--- src/rtl/keypad_emulator.sv ---
// Passive 4x4 matrix keypad model with LFSR-driven contact bounce.
// Rows respond combinationally to the scanner's column drive through the held key.
module keypad_emulator #(
    parameter int          BOUNCE_CYCLES = 16,
    parameter logic [7:0]  LFSR_SEED     = 8'hA5
) (
    input  logic       clk,
    input  logic       reset,
    input  logic       cmd_valid,
    output logic       cmd_ready,
    input  logic       cmd_press,
    input  logic [3:0] cmd_key,
    input  logic [3:0] keypad_vert,
    output logic [3:0] keypad_hori,
    output logic       contact
);

    localparam int         CW       = (BOUNCE_CYCLES > 1) ? $clog2(BOUNCE_CYCLES) : 1;
    localparam logic [7:0] SEED     = (LFSR_SEED == 8'h00) ? 8'h01 : LFSR_SEED;
    localparam logic [CW-1:0] CNT_LOAD = (BOUNCE_CYCLES > 0) ? CW'(BOUNCE_CYCLES - 1) : '0;

    typedef enum logic [1:0] {
        IDLE,
        BOUNCE_DN,
        HELD,
        BOUNCE_UP
    } state_t;

    state_t        state, state_nxt;
    logic [3:0]    key, key_nxt;
    logic [CW-1:0] cnt, cnt_nxt;
    logic [7:0]    lfsr, lfsr_nxt, lfsr_step;
    logic          contact_nxt;
    logic          accept;

    always_ff @(posedge clk or posedge reset) begin
        if (reset) begin
            state   <= IDLE;
            key     <= '0;
            cnt     <= '0;
            lfsr    <= SEED;
            contact <= 1'b0;
        end else begin
            state   <= state_nxt;
            key     <= key_nxt;
            cnt     <= cnt_nxt;
            lfsr    <= lfsr_nxt;
            contact <= contact_nxt;
        end
    end

    always_comb begin
        state_nxt   = state;
        key_nxt     = key;
        cnt_nxt     = cnt;
        lfsr_nxt    = lfsr;
        contact_nxt = contact;
        lfsr_step   = {lfsr[6:0], lfsr[7] ^ lfsr[5] ^ lfsr[4] ^ lfsr[3]};
        cmd_ready   = (state == IDLE) || (state == HELD);
        accept      = cmd_valid && cmd_ready;

        case (state)
            IDLE: begin
                contact_nxt = 1'b0;
                if (accept && cmd_press) begin
                    key_nxt = cmd_key;
                    cnt_nxt = CNT_LOAD;
                    state_nxt = (BOUNCE_CYCLES == 0) ? HELD : BOUNCE_DN;
                end
            end
            HELD: begin
                // A press while held is consumed but leaves the latched key alone.
                contact_nxt = 1'b1;
                if (accept && !cmd_press) begin
                    cnt_nxt = CNT_LOAD;
                    state_nxt = (BOUNCE_CYCLES == 0) ? IDLE : BOUNCE_UP;
                end
            end
            BOUNCE_DN, BOUNCE_UP: begin
                lfsr_nxt    = lfsr_step;
                contact_nxt = lfsr_step[0];
                if (cnt == '0) begin
                    state_nxt = (state == BOUNCE_DN) ? HELD : IDLE;
                end else begin
                    cnt_nxt = cnt - CW'(1);
                end
            end
            default: state_nxt = IDLE;
        endcase
    end

    // Matrix is a passive short: only the key's row follows the key's column.
    always_comb begin
        keypad_hori = '1;
        keypad_hori[key[3:2]] = ~(contact && !keypad_vert[key[1:0]]);
    end

endmodule

--- config.mk ---
export PLATFORM = sky130hd
export DESIGN_NAME = keypad_emulator
export DESIGN_NICKNAME = d
export VERILOG_FILES = /design/src/rtl/keypad_emulator.sv
export SDC_FILE = /design/constraint.sdc
export NUM_CORES = 1
export LEC_CHECK = 0
export BUFFER_PORTS_ARGS = -buffer_cell sky130_fd_sc_hd__buf_2
export CAP_MARGIN = 25
export CORE_MARGIN = 5
export CORE_UTILIZATION = 45
export CTS_BUF_LIST = sky130_fd_sc_hd__clkbuf_8
export DETAILED_ROUTE_END_ITERATION = 16
export PLACE_DENSITY = 0.64
export SLEW_MARGIN = 20
export SYNTH_ARGS = -nofsm -noshare
export SYNTH_HDL_FRONTEND = slang
export SYNTH_SLANG_ARGS = --single-unit
export TNS_END_PERCENT = 50
--- constraint.sdc ---
create_clock -name clk -period 5.4 [get_ports clk]
set_clock_uncertainty 0.15 [all_clocks]
set_input_delay 0.54 -clock clk [delete_from_list [all_inputs] [get_ports clk]]
set_output_delay 0.54 -clock clk [all_outputs]
set_load 0.005 [all_outputs]
==> flow_summary.yaml <==
outcome:
  status: "complete, no violations"
timing:
  max_freq_ghz: 0.402
  hold_violations: 0
  drv_slew: 0
  finalSetupViolations: 0
  period_needed_ns: 2.49
  worst_slew_pin_slew_ns: 0.708
  slew_headroom: 0.527
  hold_slack_ns: 0.238
  finalSetupTns_ns: 0
  rsz0062_at_grt: "false"
  min_period_over_period: 0.460
synthesis:
  netlist_area_um2: 972
  netlist.area_leader.share: 0.386
  synthCells: 81
  synth_fp_nets: 98
  yosys_warnings: 0
  synth_top_area_cell: "dfrtp_1"
  yosysSeqAreaShare: 0.494
  synth_area_leaders: "dfrtp_1 (39%), mux2_2 (14%), dfstp_2 (11%)"
  syn_area_per_cell_um2: 12.0
  synth.distinct_cells: 29
  synth-seq-cells: 19
clocking:
  cts.sink_count: 19
  ctsHtreeMaxLevel: 1
  cts_buffer_depth: 2
  clock_latency_ns: 0.25
  holdBufCountCts: 0
  cts_tree: "yes"
  cts_buffers: 3
  cts.clk_slew.worst_paths_ns: 0.07
  post_cts_buffers: 0
  cts_resized: 0
  clockRootBuffer: "clkbuf_8"
cells_and_area:
  insertedDiodeCount: 0
  fin_util: 0.566
  final_layout_size_suffix_gt1_frac: 0.416
  seq_area_um2: 480
  layout_commonest_cell: "buf_2"
  instances_no_fill: 128
  fillers: 181
  multi_input_area_um2: 465
  mostFrequentLayoutCells: "buf_2 (17), dfrtp_1 (15), mux2_2 (12)"
  syn2layout_area_growth_pct: 16.6
  nNetsFinal: 119
detailed_routing:
  routedWlPerCell_um: 13.1
  postRouteAntennaNets: 0
  firstDrtPassIters: 4
  vias: 656
  drcViolationCount: 0
  routed_wl_um: 1680
  drtIter0Drc: 3
  viasPerCell: 5.13
die:
  num_rows: 16
  die_x_um: 56.5
  pin_count: 18
  fp.coreArea_um2: 2000
  initial_utilization: 0.486
  fp.dieH_um: 56.5
  die-area_um2: 3190
grt:
  grt_pass1_vias: 681
  grt_pass1_wl_um: 2860
  globalRouteTotalUtil: 0.115
  grt_max_degree: 20
  antenna_found_initial: 0
  overflow: 0
worst_setup_path:
  crit_start: "key[0]"
  crit_arrival_ns: 1.80
  end_kind: "output port"
  crit_required_ns: 4.71
  critPathKind: "reg -> out"
  rr_startpoint: "state[1]"
  r2r_cells: 5
  worst-path-max-fanout: 4
  r2r_setup_slack_ns: 3.35
  rr_endpoint: "state[1]"
  start_kind: "flip-flop"
  crit_path_end: "keypad_hori[0]"
power_and_ir_drop:
  power-per-cell-area_nw_per_um2: 549
  leakage_nw: 0.530
  power_mw: 0.622
  peakVddDrop_uv: 291
flow_run:
  timing.max_cap.violations: 0
placed_design:
  gp_congestion: 0.804
  numPortBuffers: 17
  place_hpwl_um: 1300
  post-place-cells: 124
min_path:
  hp-class: "in -> async"
per-layer routing:
metal,track usage,vias to the layer above,share of wire
met5,0,-,0
met4,0.0508,0,0
met3,0.0344,0,0.038
met2,0.196,6,0.53
met1,0.131,319,0.44
li1,-,331,-
state kept, by name, indices dropped and copies added (netlist names):
signal / flops
state: 2
cnt: 4
key: 4
contact: 1
lfsr: 8
critical path, cell delays in order, from the launching register on:
cell	delay (ns)
dfrtp_1	0.38
mux4_2	0.51
nor2b_2	0.18
or3b_1	0.35
buf_2	0.13
Yosys cell counts:
cell and n:
xnor2_1 3, nor2_1 4, nand3_1 3, or3b_2 1, nor3b_1 1, dfrtp_1 15
a21oi_1 4, and3_1 1, mux2i_1 2, ha_1 5, nand3b_1 2, and4_1 1
a22oi_1 1, a32oi_1 1, nor2b_2 1, inv_1 6, o2bb2ai_1 1, o211ai_1 2
nor3_1 1, o22ai_1 1, a31oi_1 1, dfstp_2 4, nand2_1 2, clkbuf_1 1
o21bai_1 1, or2_2 2, mux2_2 12, mux4_2 1, or3b_1 1
power breakdown:
group	switching (mW)	internal, mW	leakage (nW)
Sequential	0.0457	0.223	0.216
Clock	0.0453	0.0512	0.0255
Combinational	0.112	0.145	0.288
Total	0.203	0.419	0.530
through the flow:
step	cell area, um^2	worst slack (ns)
3_5_place_dp	1090	2.96
3_3_place_gp	1090	2.98
2_1_floorplan	972	3.19
4_1_cts	1130	2.90
5_1_grt	1130	2.83
6_report	1130	2.91
how the worst min path moves through the flow:
stage / startpoint / endpoint / slack (ns) / depth (start not counted)
floorplan: lfsr[1] / lfsr[1] / 0.33 / 1
global placement: lfsr[1] / lfsr[2] / 0.34 / 1
detailed placement: lfsr[1] / lfsr[2] / 0.34 / 1
CTS: reset / lfsr[3] / 0.27 / 2
global route: reset / lfsr[4] / 0.30 / 2
finish: reset / lfsr[3] / 0.24 / 2
cell families (layout without fill, tap and decap cells):
family                   count (synthesis)  after routing  share of synthesized area
XOR/XNOR                                 3              3                     0.0270
multiplexers                            15             15                      0.183
flip-flops                              19             19                      0.494
AND/OR/NAND/NOR                         20             20                      0.122
AO/OA/AOI/OAI                           12             12                     0.0824
adder cells (fa/ha/maj)                  5              5                     0.0644
buffers and inverters                    7             27                     0.0270
layout make-up:
class                           count  share of cell area
Sequential cell                    19               0.424
Multi-Input combinational cell     55               0.411
Timing Repair Buffer               17              0.0751
Clock buffer                        3              0.0364
Tap cell                           27              0.0298
Inverter                            6              0.0199
Clock inverter                      1             0.00442
Note: power is estimated with default switching activity, not from simulation.
